**config.mk**
```make
export PLATFORM = sky130hd
export DESIGN_NAME = verlet_node_param
export DESIGN_NICKNAME = d
export VERILOG_FILES = /design/src/rtl/verlet_pkg.sv /design/src/rtl/verlet_axis.sv /design/src/rtl/verlet_node_param.sv
export SDC_FILE = /design/constraint.sdc
export NUM_CORES = 1
export LEC_CHECK = 0
export CORE_ASPECT_RATIO = 1.2
export CORE_MARGIN = 2
export CORE_UTILIZATION = 60
export DETAILED_ROUTE_END_ITERATION = 10
export GPL_TIMING_DRIVEN = 0
export PLACE_DENSITY = 0.77
export SLEW_MARGIN = 30
export SYNTH_ARGS = -nofsm -noshare
export SYNTH_HDL_FRONTEND = slang
export SYNTH_HIERARCHICAL = 1
export SYNTH_SLANG_ARGS = --single-unit
```
**constraint.sdc**
```tcl
create_clock -name clk -period 5.41 [get_ports clk]
set_input_delay 0.8115 -clock clk [delete_from_list [all_inputs] [get_ports clk]]
set_output_delay 0.8115 -clock clk [all_outputs]
set_load 0.01 [all_outputs]
```
**src/rtl/verlet_pkg.sv**
```systemverilog
// Shared encodings and clamp helper for the Verlet point-mass node.
package verlet_pkg;

    typedef enum logic [1:0] {
        OP_STEP    = 2'b00,
        OP_CORRECT = 2'b01,
        OP_PIN     = 2'b10,
        OP_UNPIN   = 2'b11
    } op_t;

    typedef enum logic [1:0] {
        ST_IDLE = 2'b00,
        ST_MUL  = 2'b01,
        ST_UPD  = 2'b10
    } state_t;

    // Callers sign-extend any narrower operand to CLAMP_W and size-cast the result back.
    localparam int CLAMP_W = 64;

    function automatic logic signed [CLAMP_W-1:0] clamp_val(
        input logic signed [CLAMP_W-1:0] v,
        input logic signed [CLAMP_W-1:0] lo,
        input logic signed [CLAMP_W-1:0] hi
    );
        if (v < lo)
            return lo;
        else if (v > hi)
            return hi;
        else
            return v;
    endfunction

endpackage

```
**src/rtl/verlet_axis.sv**
```systemverilog
// One axis of the node: damped velocity multiply, position update with clamp,
// constraint correction and pinning.
module verlet_axis
    import verlet_pkg::*;
#(
    parameter int W          = 32,
    parameter int INIT       = 0,
    parameter int GRAV       = 0,
    parameter int DAMP_NUM   = 256,
    parameter int DAMP_SHIFT = 8,
    parameter int MIN        = 0,
    parameter int MAX        = 1023
) (
    input  logic         clk,
    input  logic         reset,
    input  logic         mul_en,
    input  logic         upd_en,
    input  logic         corr_en,
    input  logic         pin_en,
    input  logic [W-1:0] arg,
    output logic [W-1:0] cur
);

    localparam int W1 = W + 1;
    localparam int W2 = W + 2;
    localparam int PW = W + 1 + 33;

    logic signed [W-1:0]  cur_q;
    logic signed [W-1:0]  prev_q;
    logic signed [W2-1:0] vs_q;

    logic signed [W1-1:0] vel;
    logic signed [PW-1:0] prod;
    logic signed [W2-1:0] vs_d;
    logic signed [W2-1:0] sum;
    logic signed [W-1:0]  upd_val;
    logic                 clip;
    logic signed [W1-1:0] corr_sum;
    logic signed [W-1:0]  corr_val;
    logic signed [W-1:0]  pin_val;

    assign vel  = W1'(cur_q) - W1'(prev_q);
    assign prod = PW'(vel) * PW'(DAMP_NUM);
    assign vs_d = W2'(prod >>> DAMP_SHIFT);

    assign sum     = W2'(cur_q) + vs_q + W2'(GRAV);
    assign upd_val = W'(clamp_val(CLAMP_W'(sum), CLAMP_W'(MIN), CLAMP_W'(MAX)));
    assign clip    = (sum < W2'(MIN)) || (sum > W2'(MAX));

    assign corr_sum = W1'(cur_q) + W1'($signed(arg));
    assign corr_val = W'(clamp_val(CLAMP_W'(corr_sum), CLAMP_W'(MIN), CLAMP_W'(MAX)));
    assign pin_val  = W'(clamp_val(CLAMP_W'($signed(arg)), CLAMP_W'(MIN), CLAMP_W'(MAX)));

    // A clamped axis loses its velocity: prev follows the clamped position.
    always_ff @(posedge clk or posedge reset) begin
        if (reset) begin
            cur_q  <= W'(INIT);
            prev_q <= W'(INIT);
            vs_q   <= '0;
        end else begin
            if (mul_en)
                vs_q <= vs_d;
            if (upd_en) begin
                cur_q  <= upd_val;
                prev_q <= clip ? upd_val : cur_q;
            end else if (pin_en) begin
                cur_q  <= pin_val;
                prev_q <= pin_val;
            end else if (corr_en) begin
                cur_q <= corr_val;
            end
        end
    end

    assign cur = cur_q;

endmodule

```
**src/rtl/verlet_node_param.sv**
```systemverilog
// Parametrised Verlet point-mass node: command handshake, sequencing FSM and
// two axis datapaths (gravity applies to y only).
//
// state   | meaning
// IDLE    | ready for a command; CORRECT/PIN/UNPIN and pinned STEP finish here
// MUL     | damped velocity product registered per axis
// UPD     | position update with clamp; done asserted on exit
module verlet_node_param
    import verlet_pkg::*;
#(
    parameter int W          = 32,
    parameter int INIT_X     = 200,
    parameter int INIT_Y     = 10,
    parameter int GRAV_Y     = 1,
    parameter int DAMP_NUM   = 256,
    parameter int DAMP_SHIFT = 8,
    parameter int MIN_X      = 0,
    parameter int MAX_X      = 1023,
    parameter int MIN_Y      = 0,
    parameter int MAX_Y      = 1023
) (
    input  logic         clk,
    input  logic         reset,
    input  logic         cmd_valid,
    output logic         cmd_ready,
    input  logic [1:0]   cmd_op,
    input  logic [W-1:0] arg_x,
    input  logic [W-1:0] arg_y,
    output logic         done,
    output logic         pinned,
    output logic [W-1:0] out_x,
    output logic [W-1:0] out_y
);

    state_t state;
    state_t state_next;
    logic   done_next;
    logic   pinned_next;
    logic   mul_en;
    logic   upd_en;
    logic   corr_en;
    logic   pin_en;

    assign cmd_ready = (state == ST_IDLE);

    always_ff @(posedge clk or posedge reset) begin
        if (reset) begin
            state  <= ST_IDLE;
            done   <= 1'b0;
            pinned <= 1'b0;
        end else begin
            state  <= state_next;
            done   <= done_next;
            pinned <= pinned_next;
        end
    end

    // In IDLE cmd_ready is high, so cmd_valid alone means acceptance.
    always_comb begin
        state_next  = state;
        done_next   = 1'b0;
        pinned_next = pinned;
        mul_en      = 1'b0;
        upd_en      = 1'b0;
        corr_en     = 1'b0;
        pin_en      = 1'b0;
        case (state)
            ST_IDLE: begin
                if (cmd_valid) begin
                    case (op_t'(cmd_op))
                        OP_STEP: begin
                            if (pinned)
                                done_next = 1'b1;
                            else
                                state_next = ST_MUL;
                        end
                        OP_CORRECT: begin
                            done_next = 1'b1;
                            corr_en   = !pinned;
                        end
                        OP_PIN: begin
                            done_next   = 1'b1;
                            pin_en      = 1'b1;
                            pinned_next = 1'b1;
                        end
                        OP_UNPIN: begin
                            done_next   = 1'b1;
                            pinned_next = 1'b0;
                        end
                        default: state_next = ST_IDLE;
                    endcase
                end
            end
            ST_MUL: begin
                mul_en     = 1'b1;
                state_next = ST_UPD;
            end
            ST_UPD: begin
                upd_en     = 1'b1;
                done_next  = 1'b1;
                state_next = ST_IDLE;
            end
            default: state_next = ST_IDLE;
        endcase
    end

    verlet_axis #(
        .W(W), .INIT(INIT_X), .GRAV(0), .DAMP_NUM(DAMP_NUM),
        .DAMP_SHIFT(DAMP_SHIFT), .MIN(MIN_X), .MAX(MAX_X)
    ) u_axis_x (
        .clk(clk), .reset(reset), .mul_en(mul_en), .upd_en(upd_en),
        .corr_en(corr_en), .pin_en(pin_en), .arg(arg_x), .cur(out_x)
    );

    verlet_axis #(
        .W(W), .INIT(INIT_Y), .GRAV(GRAV_Y), .DAMP_NUM(DAMP_NUM),
        .DAMP_SHIFT(DAMP_SHIFT), .MIN(MIN_Y), .MAX(MAX_Y)
    ) u_axis_y (
        .clk(clk), .reset(reset), .mul_en(mul_en), .upd_en(upd_en),
        .corr_en(corr_en), .pin_en(pin_en), .arg(arg_y), .cur(out_y)
    );

endmodule
```
Word level (Yosys, flattened, before mapping). Index checks and enable logic that the tools add are counted.

Output and inout bits: 67. Input bits: 69. Bits in registers: 198.

Eq/ne operators: 8. Order comparisons: 16. Add/subtract/negate cells: 7. Multiplexer cells: 41. Reduce and logical (&&, ||, !) cells: 11.

Operators with widths (number): $mux 32 (24); $gt 34x11->1 const B (4); $lt 34x1->1 const B (4); $add 32x33->34 (2); $add 32x32->33 (2); $gt 33x11->1 const B (2); $lt 33x1->1 const B (2); $sub 32x32->33 (2); $gt 32x11->1 const B (2); $lt 32x1->1 const B (2); $add 34x2->34 const B (1); $mux 1 (10); $eq 2x2->1 const B (3); $mux 2 (3); $pmux 1 s2 (3); $reduce_and 3->1 (2); $eq 2x1->1 const B (2); $logic_not 2->1 (2); $ne 2x2->1 const B (2); $pmux 2 s2 (1); $reduce_bool 2->1 (2); $reduce_bool 3->1 (1); $reduce_or 3->1 (1); $logic_or 1x1->1 (2); 2 further kinds (2).

Longest topological paths before layout. Gate-level depths: netlist (run 1).

Depth after elaboration: 7. Mapped depth: 16. Gate-level depth less buffers: 14.

Hierarchy. The synthesis (run 1) kept the hierarchy.

Modules (own cells, without submodules): verlet_axis at u_axis_x (area an instance 9455.3 sq um, cells an instance 1143, seq. area each 2434.8 sq um, times used 1); verlet_axis at u_axis_y (area an instance 9415.3 sq um, cells an instance 1139, seq. area each 2432.3 sq um, times used 1); verlet_node_param (area an instance 211.5 sq um, cells an instance 19, seq. area each 100.1 sq um, times used 1).

Worst setup path after synthesis (run 1). Ideal clock, no wire load.

Path kind: input -> register. From: input cmd_valid. To: register u_axis_y.cur_q[2] (netlist: u_axis_y/cur[2]). Path buffers: 1. Cell stages on the path: 14. Arrival: 3.963 ns. Slack: 1.292 ns. Cells stage by stage: or3b_4 > nor4b_2 > or3_1 > buf_4 > o21ai_2 > nor4_1 > o221ai_1 > a2111oi_2 > o2111ai_1 > nor3_1 > o2111ai_1 > or4_4 > nor4b_4 > a221oi_1.

Elaborated cells between the ends (all ways): 7. Classes of those cells: mux (6); reduce/logical (1).

RTL lines: from (decl) (line verlet_node_param.sv:24) `input logic cmd_valid,`; $mux 1 (line verlet_node_param.sv:69) `if (cmd_valid) begin`; $mux 1 (line verlet_node_param.sv:67) `case (state)`; named net corr_en (line verlet_node_param.sv:41) `logic corr_en;`; $reduce_bool 3->1 (no line); to (signal assigned) (line verlet_axis.sv:64) `cur_q <= upd_val;`; to (signal assigned) (line verlet_axis.sv:67) `cur_q <= pin_val;`; to (signal assigned) (line verlet_axis.sv:70) `cur_q <= corr_val;`; to (decl) (line verlet_axis.sv:28) `logic signed [W-1:0] cur_q;`.

The timed path passes the listed nets, and every way through them passes these cells. A chain may end at the register's enable or synchronous reset.

Final worst setup path (run 1).
From: input arg_x[0]. To: register u_axis_x.cur_q[2] (netlist: u_axis_x/cur[2]).

Longest elaborated chain between the ends: 7. Elaborated cells between the ends (all ways): 12. Classes of those cells: add/sub (1); order compare (4); mux (7).

RTL lines: from (decl) (line verlet_node_param.sv:27) `input logic [W-1:0] arg_x,`; $add 32x32->33 (line verlet_axis.sv:50) `assign corr_sum = W1'(cur_q) + W1'($signed(arg));`; $gt 33x11->1 (line verlet_pkg.sv:27) `else if (v > hi)`; $mux 32 (line verlet_pkg.sv:27); $mux 32 (line verlet_pkg.sv:25) `if (v < lo)`; $mux 32 (line verlet_axis.sv:69) `end else if (corr_en) begin`; $mux 32 (*) (line verlet_axis.sv:66) `end else if (pin_en) begin`; $mux 32 (*) (line verlet_axis.sv:63) `if (upd_en) begin`; to (signal assigned) (line verlet_axis.sv:64); to (signal assigned) (line verlet_axis.sv:67); to (signal assigned) (line verlet_axis.sv:70); to (decl) (line verlet_axis.sv:28).

Every way passes the cells marked *; elsewhere a longest branch is shown, timed or not. The select of a mux whose other input is x is not followed.

==> results of run 1 <==
timing repair:
item,4_1_cts,5_1_grt
endpoints found under the setup margin,10,10
setup buffers,0,1
pin swaps,0,1
hold buffers,0,0
gates resized for setup,1,0
path summary, 6_finish.rpt:
path	from	end	cells after the start
max in group asynchronous	reset	u_axis_y/cur[1]	3
hold / removal	u_axis_x/vs_q[18]	u_axis_x/vs_q[18]	1
min in group asynchronous	reset	done	2
hold reg to reg	u_axis_x/vs_q[18]	u_axis_x/vs_q[18]	1
setup reg to reg	u_axis_x/cur[0]	u_axis_x/prev_q[21]	16
setup / recovery	arg_x[0]	u_axis_x/cur[2]	15
critical path, delay by kind of cell:
family	cells	cell delay [ns]
and+or+nand+nor	3	0.93
AOI/OAI and AO/OA	7	2.37
buffers and inverters	2	0.55
xor gates and xnor gates	1	0.19
adders and majority gates	2	0.60
cells in the mapped netlist (22+ instances only):
cell      instances
nor4_1           26
ha_1            194
nand4_1          48
nand2_1         162
o21a_1           55
o211ai_1         29
nor2_1          162
a31oi_1          22
nand3_1          40
nor3_1           61
nor2b_1          23
and2_1           62
a22o_1           45
nand2b_1         27
a211oi_1         28
inv_1           121
a21oi_1         226
o21ai_0         147
xnor2_1          75
xor2_1           34
a21o_1           58
dfrtp_1         188
clkbuf_1         58
mux2_2           48
per-stage QoR:
stage	hold WS, ns	utilization [%]
6_report	0.486	69.0
5_1_grt	0.512	69.0
4_1_cts	0.489	68.9
3_5_place_dp	0.474	67.0
3_3_place_gp	0.467	66.8
2_1_floorplan	0.456	-
final cells by class:
type                    count  area [um^2]
clock buffers              19          453
flip-flops and latches    198         4970
clock inverters            13          136
inverters                 122          468
well taps                 401          502
multi-input cells        1893        13300
fillers                  2537         9720
repair buffers            138         1430
plain buffers              88          383
metal layers:
layer / share of wire [%] / vias up / global-route usage [%] / wire [um]
li1: - / 8950 / - / -
met1: 36 / 9236 / 39.5 / 22700
met2: 51 / 809 / 67.3 / 31500
met3: 5.3 / 261 / 4.69 / 3290
met4: 7.8 / 0 / 28.5 / 4870
met5: 0 / - / 0 / 0
report_power, final:
part	internal, mW	total, mW	switching, mW
clock	0.673	1.30	0.628
sequential	1.85	2.15	0.299
combinational	2.16	5.16	3.00
cell families after synthesis:
logic type | share of synthesized area [%]
AOI/OAI and AO/OA | 28.5
and+or+nand+nor | 19.4
buffers and inverters | 4.41
adders and majority gates | 13.3
DFF | 26.0
xor gates and xnor gates | 5.00
muxes | 3.36
state kept, by name (all words and copies together), names as in the netlist:
name,flops
u_axis_x/cur,32
u_axis_y/cur,32
state,2
u_axis_x/vs_q,33
u_axis_y/vs_q,33
u_axis_x/prev_q,32
pinned,1
done,1
u_axis_y/prev_q,32
==> impl_results.md, run 1 <==
- Post-route DRC: 0
- Max-cap viol count: 0
- Critical path's slowest cell: o21ai_0
- Die Y: 199 um
- Hold Path Class: reg -> reg
- Nets@finish: 2727
- Initial Utilization: 60.9%
- DR vias/cell: 6.70
- Final Hold Vio Count: 0
- Mapped Area: 19100 um^2
- WP data arrival: 5.46 ns
- Max FO, Critical Path: 5
- Die Wd: 167 um
- Row cnt: 71
- Placed cell areas: 21000 um^2
- Post-Syn Nets: 2570
- Pin count of the biggest net entering global routing: 70
- R2R setup slack: 0.60 ns
- Vias in the first global route: 19200
- Synth Warn #: 6
- Final setup viols: 0
- Routed Antenna Nets: 0
- Non-Filler Instances: 2872
- Most common cell after layout, fill and taps aside: a21oi_1
- Number of synthesized flops with an enable pin: 0
- Number of CTS-inserted buffers: 17
- PD cells: 398 nW/um^2
- DIE AREA: 33300 um^2
- Clock Tree Buf Depth: 2
- Grt ovf: 0
- Static leakage: 9.43 nW
- Critical path class: in -> reg
- Top cells by area, synth: dfrtp_1 25%, ha_1 13%, a21oi_1 5.9%, o21ai_0 3.9%, xnor2_1 3.4%
- Most frequent cells in the layout: 224 x a21oi_1, 194 x ha_1, 188 x dfrtp_1, 162 x nor2_1, 162 x nand2_1
- Worst-path cell chain: clkdlybuf4s50_1, ha_1, inv_1, fa_1, nand2b_1, a21oi_1, o21bai_1, o21ai_0, a211oi_1, xnor2_1, a2111oi_0, nand4_1, and3b_1, o21ai_1, o221a_2
- Status: completed
- DRT Pass-1 Iters: 6
- DR iter-0 viols: 1676
- Final instance area: 21600 um^2
- Post-synth ARST share: 100%
- Later-pin clock latency in the skew report: 0.47 ns
- Setup crit start kind: primary input
- Worst Slack Setup Final: 0.311 ns
- P&R area growth vs syn: 13.4%
- Worst Tran Pin Value: 1.12 ns
- GRT Total Usage: 37.1%
- Mapped Avg Cell Area: 8.29 um^2
- Layout Skew: 0.0108 ns
- DP Wirelength: 49800 um
- CP required: 5.77 ns
- Main synth FF type: dfrtp_1
- Post-synth cell types: 102
- Seq/Total Area, Yosys: 26.0%
- Tmin final: 5.10 ns
- Share of cells above drive strength 1: 7.24%
- Placed Instances: 2839
- Pwr Total: 8.61 mW
- CTS tree: built
- CTS root buf: clkbuf_16
- First-pass GRT wire length: 98300 um
- Diodes inserted: 0
- Wire per inst: 21.7 um
- Unrepaired setup endpoints after global routing: no
- Pre-CTS setup slack: -0.734 ns
- RePlAce Congestion: 0.952
- Initial antenna violation count: 0
- Fin. max-slew vios: 0
- Core Box Area: 31400 um^2
- PortBufs: 135
- Total negative slack: 0 ns
- Maximum vdd drop: 0.278 mV
- Area fraction of the dominant cell type after synthesis: 24.7%
- Routed wire length: 62400 um
- Top cell type by total area after synthesis: dfrtp_1
- Register bit total from synthesis: 198
- Clk sinks: 198
- Worst relative slew slack: 24.5%
- H-tree depth: 4
- Io pins: 136
- F_max: 0.196 GHz
- Final Cycle Share: 94.3%
- Clk slew on worst S/H paths: 0.07 ns
- Critical path capture point type: flop
- Cells after Synth: 2301
- Via Count: 19300
- CP max stage delay: 0.62 ns
Power figures use the tool's default switching activity.
==> run 2, diff against run 1 <==
--- a/config.mk
+++ b/config.mk
@@ -6,11 +6,10 @@
 export NUM_CORES = 1
 export LEC_CHECK = 0
 export CORE_ASPECT_RATIO = 1.2
-export CORE_MARGIN = 2
-export CORE_UTILIZATION = 60
+export CORE_UTILIZATION = 35
 export DETAILED_ROUTE_END_ITERATION = 10
 export GPL_TIMING_DRIVEN = 0
-export PLACE_DENSITY = 0.77
+export PLACE_DENSITY = 0.48
 export SLEW_MARGIN = 30
 export SYNTH_ARGS = -nofsm -noshare
 export SYNTH_HDL_FRONTEND = slang
==> impl_results.md, run 2 (synthesized netlist as in run 1, its figures left out) <==
- Status: completed
- Most frequent cells in the layout: 225 x a21oi_1, 194 x ha_1, 188 x dfrtp_1, 162 x nor2_1, 162 x nand2_1
- Finished Core Util: 41.0% (-28 points)
- Io pins: 136 (unchanged)
- Row cnt: 93 (+31%)
- Worst Slack Setup Final: 0.131 ns (-0.180 ns)
- DIE AREA: 55500 um^2 (+67%)
- DR vias/cell: 5.73 (-15%)
- Initial Utilization: 35.5% (-25 points)
- Share of cells above drive strength 1: 7.32% (+0.075 points)
- Unrepaired setup endpoints after global routing: no
- Static leakage: 9.43 nW (about the same)
- PortBufs: 135 (unchanged)
- Nets@finish: 2730 (+0.11%)
- GRT Total Usage: 24.1% (-13 points)
- P&R area growth vs syn: 15.4%
- Routed Antenna Nets: 0 (unchanged)
- Worst-path cell chain: clkdlybuf4s50_1, ha_1, inv_1, fa_1, nand2b_1, a21oi_1, o21bai_1, o21ai_0, a211oi_1, xnor2_1, a2111oi_0, nand4_1, and3b_1, o21ai_1, o221a_2
- Final Cycle Share: 97.6% (+3.3 points)
- PD cells: 387 nW/um^2 (-2.7%)
- Core Box Area: 53800 um^2 (+71%)
- Routed wire length: 66500 um (+6.7%)
- DP Wirelength: 54700 um (+9.9%)
- Pre-CTS setup slack: -0.641 ns (+0.0930 ns)
- Post-route DRC: 0 (unchanged)
- # hold bufs at CTS: 0 (unchanged)
- H-tree depth: 4 (unchanged)
- Clock Tree Buf Depth: 2 (unchanged)
- Fin. max-slew vios: 0 (unchanged)
- First-pass GRT wire length: 104000 um (+5.9%)
- Max-cap viol count: 0 (unchanged)
- Setup crit start kind: primary input
- Worst path depth: 15 (unchanged)
- Crit path buf inv count: 2 (unchanged)
- Maximum vdd drop: 0.213 mV (-23%)
- DR iter-0 viols: 924 (-45%)
- CTS root buf: clkbuf_16
- Die Wd: 215 um (+29%)
- Hold Path Depth: 1 (unchanged)
- Vias in the first global route: 18700 (-2.4%)
- Crit path max-delay family: compound AO/OA/AOI/OAI gates
- Number of CTS-inserted buffers: 17 (unchanged)
- Critical path capture point type: flop
- Initial antenna violation count: 0 (unchanged)
- CTS tree: built
- Clk slew on worst S/H paths: 0.08 ns (about the same)
- Worst Tran Pin Value: 0.959 ns (-0.165 ns)
- Via Count: 18300 (-5.2%)
- Wire per inst: 20.9 um (-3.8%)
- Max FO, Critical Path: 5 (unchanged)
- WP data arrival: 5.67 ns (+0.21 ns)
- Critical path class: in -> reg
- Tmin final: 5.28 ns (+0.180 ns)
- Critical path's slowest cell: o21ai_0
- Pin count of the biggest net entering global routing: 68 (-2.9%)
- Final setup viols: 0 (unchanged)
- CP max stage delay: 0.78 ns (+0.16 ns)
- F_max: 0.189 GHz (-3.4%)
- Grt ovf: 0 (unchanged)
- Hold Path Class: reg -> reg
- CP required: 5.80 ns (+0.03 ns)
- RePlAce Congestion: 0.899 (-5.6%)
- Biggest regs: u_axis_x/vs_q (33), u_axis_y/vs_q (33)
- Total negative slack: 0 ns (unchanged)
- Diodes inserted: 0 (unchanged)
- Clk sinks: 198 (unchanged)
- Worst relative slew slack: 35.4% (+11 points)
- Most common cell after layout, fill and taps aside: a21oi_1
- DRT Pass-1 Iters: 5 (-1)
- Later-pin clock latency in the skew report: 0.50 ns (+0.03 ns)
- R2R depth: 13 (-3)
- Pwr Total: 8.53 mW (-0.97%)
- Die Y: 258 um (+29%)
- Final Hold Vio Count: 0 (unchanged)
- Layout Skew: 0.0152 ns (+0.00446 ns)
- Hold slack: 0.488 ns (+0.00167 ns)
## run 2: final cells by class
cell class / instances / area [um^2]
Buffer: 88 / 383
Clock buffer: 19 / 453
Clock inverter: 12 / 113
Fill cell: 5626 / 31700
Inverter: 122 / 468
Multi-Input combinational cell: 1893 / 13300
Sequential cell: 198 / 4970
Tap cell: 712 / 891
Timing Repair Buffer: 141 / 1450
## run 2: timing repair
action	in CTS	in global routing
endpoints found under the setup margin	10	10
setup buffers	2	1
gates cloned	0	0
gates resized for setup	0	0
pin swaps	1	1
## run 2: metrics by stage
stage               instance area (um^2)  cells
floorplan                          19100   2301
global placement                   21300   3148
detailed placement                 21400   3151
CTS                                22000   3184
global route                       22000   3185
finish                             22000   3185
## run 2: where the power goes
part / total, mW / switching, mW / leakage (nW) / internal (mW)
Clock: 1.28 / 0.657 / 0.267 / 0.626
Combinational: 5.10 / 2.94 / 6.64 / 2.16
Sequential: 2.14 / 0.295 / 2.53 / 1.85
Total: 8.53 / 3.89 / 9.43 / 4.64
## run 2: worst paths after layout
| path | start | endpoint | slack (ns) |
|---|---|---|---|
| max | arg_x[0] | u_axis_x/cur[2] | 0.13 |
| min | u_axis_x/vs_q[19] | u_axis_x/vs_q[19] | 0.49 |
| min reg2reg | u_axis_x/vs_q[19] | u_axis_x/vs_q[19] | 0.49 |
| max in group asynchronous | reset | u_axis_y/prev_q[1] | 3.83 |
| min in group asynchronous | reset | done | 0.73 |
| max reg2reg | u_axis_x/cur[1] | u_axis_x/cur[2] | 0.40 |
## run 2: per-layer routing
| layer | global-route usage (%) | vias to the layer above | wire, um | share of wire, % |
|---|---|---|---|---|
| met5 | 0 | - | 0 | 0 |
| li1 | - | 8951 | - | - |
| met1 | 25.9 | 8814 | 26500 | 40 |
| met3 | 2.37 | 120 | 1510 | 2.3 |
| met2 | 46.4 | 371 | 35600 | 53 |
| met4 | 12.1 | 0 | 2940 | 4.4 |
==> run 3, diff against run 2 <==
--- a/config.mk
+++ b/config.mk
@@ -7,6 +7,7 @@
 export LEC_CHECK = 0
 export CORE_ASPECT_RATIO = 1.2
 export CORE_UTILIZATION = 35
+export CTS_BUF_LIST = sky130_fd_sc_hd__clkbuf_8
 export DETAILED_ROUTE_END_ITERATION = 10
 export GPL_TIMING_DRIVEN = 0
 export PLACE_DENSITY = 0.48
==> impl_results.md, run 3 (synthesized netlist as in run 1, its figures left out) <==
- Worst Tran Pin Value: 0.947 ns (-0.0119 ns)
- Row cnt: 93 (unchanged)
- Number of CTS-inserted buffers: 17 (unchanged)
- DRT Pass-1 Iters: 7 (+2)
- Worst-path cell chain: clkdlybuf4s50_1, ha_1, inv_1, fa_1, nand2b_1, a21oi_1, o21bai_1, o21ai_0, a211oi_1, xnor2_1, a2111oi_0, nand4_1, and3b_1, o21ai_1, o221a_2
- Setup crit start kind: primary input
- Hold Path Class: reg -> reg
- Core Box Area: 53800 um^2 (unchanged)
- Max-cap viol count: 0 (unchanged)
- Pwr Total: 8.23 mW (-3.5%)
- Hold slack: 0.491 ns (+0.00287 ns)
- Routed wire length: 66400 um (-0.23%)
- Logic pwr share: 62.1% (+2.3 points)
- Share of cells above drive strength 1: 7.36% (+0.037 points)
- DP Wirelength: 54700 um (unchanged)
- WP data arrival: 5.65 ns (-0.02 ns)
- DR vias/cell: 5.73 (about the same)
- Placed Instances: 3151 (unchanged)
- Post-route DRC: 0 (unchanged)
- Status: completed
- Static leakage: 9.35 nW (-0.87%)
- Psw: 3.86 mW (-0.75%)
- Most common cell after layout, fill and taps aside: a21oi_1
- RePlAce Congestion: 0.899 (unchanged)
- CTS root buf: clkbuf_8
- Final Cycle Share: 95.4% (-2.1 points)
- Routed Antenna Nets: 0 (unchanged)
- Total negative slack: 0 ns (unchanged)
- GRT Total Usage: 24.0% (-0.065 points)
- Critical path capture point type: flop
- Layout Skew: 0.0229 ns (+0.00770 ns)
- Initial Utilization: 35.5% (unchanged)
- Placed cell areas: 21400 um^2 (unchanged)
- Clock Tree Buf Depth: 2 (unchanged)
- Clk sinks: 198 (unchanged)
- Maximum vdd drop: 0.164 mV (-23%)
- Most frequent cells in the layout: 225 x a21oi_1, 194 x ha_1, 188 x dfrtp_1, 162 x nor2_1, 162 x nand2_1
- Biggest regs: u_axis_x/vs_q (33), u_axis_y/vs_q (33)
- Io pins: 136 (unchanged)
- DR iter-0 viols: 970 (+5.0%)
- Initial antenna violation count: 1 (+1)
- R2R depth: 13 (unchanged)
- # hold bufs at CTS: 0 (unchanged)
- Final instance area: 21800 um^2 (-0.82%)
- Via Count: 18300 (+0.093%)
- PD cells: 376 nW/um^2 (-2.7%)
- Grt ovf: 0 (unchanged)
- Die Wd: 215 um (unchanged)
- CP required: 5.89 ns (+0.09 ns)
- Nets@finish: 2731 (+0.037%)
- Critical path's slowest cell: o21ai_0
- Cell Int Power: 4.36 mW (-5.9%)
- CP max stage delay: 0.77 ns (about the same)
- Wire per inst: 20.8 um (-0.29%)
- First-pass GRT wire length: 104000 um (-0.23%)
- Clk network pwr share: 11.9% (-3.2 points)
- Worst relative slew slack: 36.2% (+0.80 points)
- Cts repair resizes: 0 (unchanged)
- Critical path class: in -> reg
- PortBufs: 135 (unchanged)
- Final Hold Vio Count: 0 (unchanged)
- Later-pin clock latency in the skew report: 0.58 ns (+0.08 ns)
- F_max: 0.194 GHz (+2.2%)
- Die Y: 258 um (unchanged)
- DIE AREA: 55500 um^2 (unchanged)
- Unrepaired setup endpoints after global routing: no
- CTS tree: built
- Clk slew on worst S/H paths: 0.12 ns (+0.04 ns)
- Max FO, Critical Path: 5 (unchanged)
- Non-Filler Instances: 3187 (+0.063%)
- Fin. max-slew vios: 0 (unchanged)
- P&R area growth vs syn: 14.5%
- Tmin final: 5.16 ns (-0.116 ns)
- H-tree depth: 4 (unchanged)
- Vias in the first global route: 18700 (-0.021%)
- Final setup viols: 0 (unchanged)
- Hold Path Depth: 1 (unchanged)
- Sequential Power Share: 26.0% (+0.9 points)
- Post-CTS setup buffers: 0 (-2)
- Pin count of the biggest net entering global routing: 68 (unchanged)
- Switching share of total power: 47.0% (+1.3 points)
==> run 3: changes by cell type in the layout (fill, tap and decap cells not counted), sizes merged <==
cell,delta
buf,+1
diode,+1
==> run 3: through the flow <==
stage / util, % / setup WS, ns
after floorplan: - / 1.29
after global placement: 39.7 / -0.998
after detailed placement: 39.8 / -0.641
after CTS: 40.5 / 0.0115
after global routing: 40.6 / 0.176
final: 40.6 / 0.247
==> run 3: final cells by class <==
class	count	area, um^2
antenna	1	2.50
inverter	122	468
timing repair buffer	142	1460
sequential	198	4970
clock buffer	19	262
tap	712	891
multi-input combinational	1893	13300
clock inverter	12	113
fill	5648	31900
buffer	88	383
==> run 3: final timing paths <==
check	start	to	slack, ns
worst min-delay path	u_axis_x/vs_q[19]	u_axis_x/vs_q[19]	0.49
worst min register to register	u_axis_x/vs_q[19]	u_axis_x/vs_q[19]	0.49
max in group asynchronous	reset	u_axis_y/prev_q[3]	3.92
min in group asynchronous	reset	done	0.65
worst max register to register	u_axis_x/cur[1]	u_axis_x/cur[2]	0.41
worst max-delay path	arg_x[0]	u_axis_x/cur[2]	0.25
==> run 3: power groups by stage <==
stage | Clock, mW | Sequential, mW | Combinational (mW)
after global placement | 0 | 2.17 | 5.01
after floorplan | 0 | 2.09 | 3.73
after global routing | 1.08 | 2.20 | 5.64
after CTS | 1.03 | 2.15 | 5.09
final | 0.976 | 2.14 | 5.11
after detailed placement | 0 | 2.18 | 5.05
==> run 3: routing by layer <==
| metal | routed length, um | share of wire, % | GRT usage (%) | vias up |
|---|---|---|---|---|
| li1 | - | - | - | 8944 |
| met1 | 26600 | 40 | 25.8 | 8851 |
| met2 | 35500 | 53 | 46.3 | 352 |
| met3 | 1370 | 2.1 | 2.46 | 126 |
| met4 | 2940 | 4.4 | 11.9 | 0 |
| met5 | 0 | 0 | 0 | - |
==> run 3: critical path: cells and delay by family <==
family                   cells  cell delay, ns
AO/OA/AOI/OAI                7            2.49
XOR/XNOR                     1            0.19
adder cells (fa/ha/maj)      2            0.61
buffers and inverters        2            0.56
AND/OR/NAND/NOR              3            0.97
==> RTL edit, RTL diff (config.mk and constraints of run 3) <==
`W` is set to 32 in 2 places; all go to 24.
--- a/src/rtl/verlet_axis.sv
+++ b/src/rtl/verlet_axis.sv
@@ -5,3 +5,3 @@
 #(
-    parameter int W          = 32,
+    parameter int W          = 24,
     parameter int INIT       = 0,
--- a/src/rtl/verlet_node_param.sv
+++ b/src/rtl/verlet_node_param.sv
@@ -10,3 +10,3 @@
 #(
-    parameter int W          = 32,
+    parameter int W          = 24,
     parameter int INIT_X     = 200,
Interface: changed (resized arg_x, arg_y, out_x and out_y); port bits go from 136 to 104. The function was not compared with the original's and may differ.
==> RTL edit against run 3 <==
  * Setup slack better by 0.54 ns
  * Power fell by 15%
  * Clock power increased by 8%
  * Highest routed layer unchanged
  * Critical path type is now reg2reg
  * Synthesized area fell by 25%
  * Final area is 24% lower
  * Routed wire length is 26% lower
  * Sequential cell count down 48
  * Maximum frequency grew 12%
==> RTL edit: results (changes against run 3) <==
| Stage | Item | Reported | vs run 3 |
| --- | --- | --- | --- |
| grt | Antenna violations before repair | 0 | -1 |
| worst setup path | Slowest cell delay on critical path | 0.64 ns | -0.13 ns |
| clocking | Clock latency on the worst-skew pair | 0.52 ns | -0.06 ns |
| drt | Violation count after the first detailed-routing iteration | 614 | -37% |
| grt | Number of global-route vias before repair | 13400 | -28% |
| power | Leak Pwr | 7.24 nW | -23% |
| min path | Source of the worst hold timing path | u_axis_y/vs_q[3] |  |
| worst setup path | Worst-case register-to-register setup slack | 0.79 ns | +0.38 ns |
| yosys | Synthesized-area fraction occupied by ao, oa, aoi and oai cells | 0.280 | -0.00423 |
| yosys | Dominant cells by area after synthesis | dfrtp_1 (24%), ha_1 (13%), a21oi_1 (3.9%), o21ai_0 (3.8%), nand2_1 (3.3%) |  |
| yosys | Share of cell area taken by muxes after synthesis | 0.0357 | +0.00215 |
| finish | Registers with the highest flip-flop counts | u_axis_x/vs_q x25, u_axis_y/vs_q x25 |  |
| place | DPL Wire Length | 39.1 mm | -29% |
| sta | Worst slew margin relative to its limit | 0.402 | +0.0394 |
| worst setup path | Reg-to-reg critical path endpoint | u_axis_x/prev_q[12] |  |
| min path | End point of the worst hold path | u_axis_y/vs_q[3] |  |
| min path | Number of cells traversed by the worst hold path | 2 | +1 |
| place | Buffers on Ports | 103 | -24% |
| power | Switching power share of the total | 0.459 | -0.0108 |
| yosys | Adder-cell area share of the yosys netlist | 0.136 | +0.00208 |
| finish | Ratio of cells with drive above 1 in the final layout | 0.0738 | +0.000210 |
| worst setup path | Data arrival at the endpoint of the critical path | 5.01 ns | -0.64 ns |
| drt | Total iterations of the first detailed-routing run | 5 | -2 |
| worst setup path | Slowest cell on the critical path | dfrtp_1 |  |
| yosys | Sequential cell area fraction in the yosys report | 0.262 | +0.00195 |
| grt | Pin count of the biggest net entering global routing | 40 | -41% |
| grt | Gr usage total | 0.237 | -0.00356 |
| power | Worst-case vdd ir drop | 0.232 mV | +42% |
| status | Result of the run | complete, no violations |  |
| finish | Nets@finish | 2049 | -25% |
-- RTL edit: changes by cell type in the layout (fill, tap and decap cells not counted), moves of 31 or more --
cell	change
a21oi_1	-113
a22o_1	-31
clkdlybuf4s50_1	-32
dfrtp_1	-48
ha_1	-48
nand2_1	-34
nor2_1	-40
o21ai_0	-39
-- RTL edit: cell type report --
class                           count  area share
Buffer                             55      0.0148
Inverter                          122      0.0282
Clock buffer                       18      0.0149
Tap cell                          533      0.0402
Clock inverter                     14      0.0134
Timing Repair Buffer              105      0.0645
Sequential cell                   150       0.227
Multi-Input combinational cell   1393       0.597
-- RTL edit: power groups by stage --
stage               sequential, W  clock (W)  combinational (W)
finish                    0.00174    0.00105            0.00420
CTS                       0.00175    0.00109            0.00419
global placement          0.00177          0            0.00415
floorplan                 0.00164          0            0.00310
detailed placement        0.00177          0            0.00415
global route              0.00178    0.00113            0.00468
-- RTL edit: per-stage QoR --
| step | hold slack [ns] | worst slack (ns) | cell area [sq um] | instances | power (W) |
|---|---|---|---|---|---|
| finish | 0.493 | 0.791 | 16600 | 2390 | 0.00699 |
| detailed placement | 0.477 | 0.458 | 16100 | 2358 | 0.00592 |
| global route | 0.510 | 0.530 | 16600 | 2390 | 0.00758 |
| floorplan | 0.450 | 1.53 | 14400 | 1720 | 0.00474 |
| global placement | 0.472 | 0.560 | 16100 | 2356 | 0.00592 |
| CTS | 0.498 | 0.731 | 16600 | 2390 | 0.00703 |
-- RTL edit: per-layer routing --
metal	track usage	wire length [microns]	up-vias
li1	-	-	6672
met1	0.266	20300	6490
met2	0.445	25300	269
met3	0.0276	1330	71
met4	0.107	1940	0
met5	0	0	-
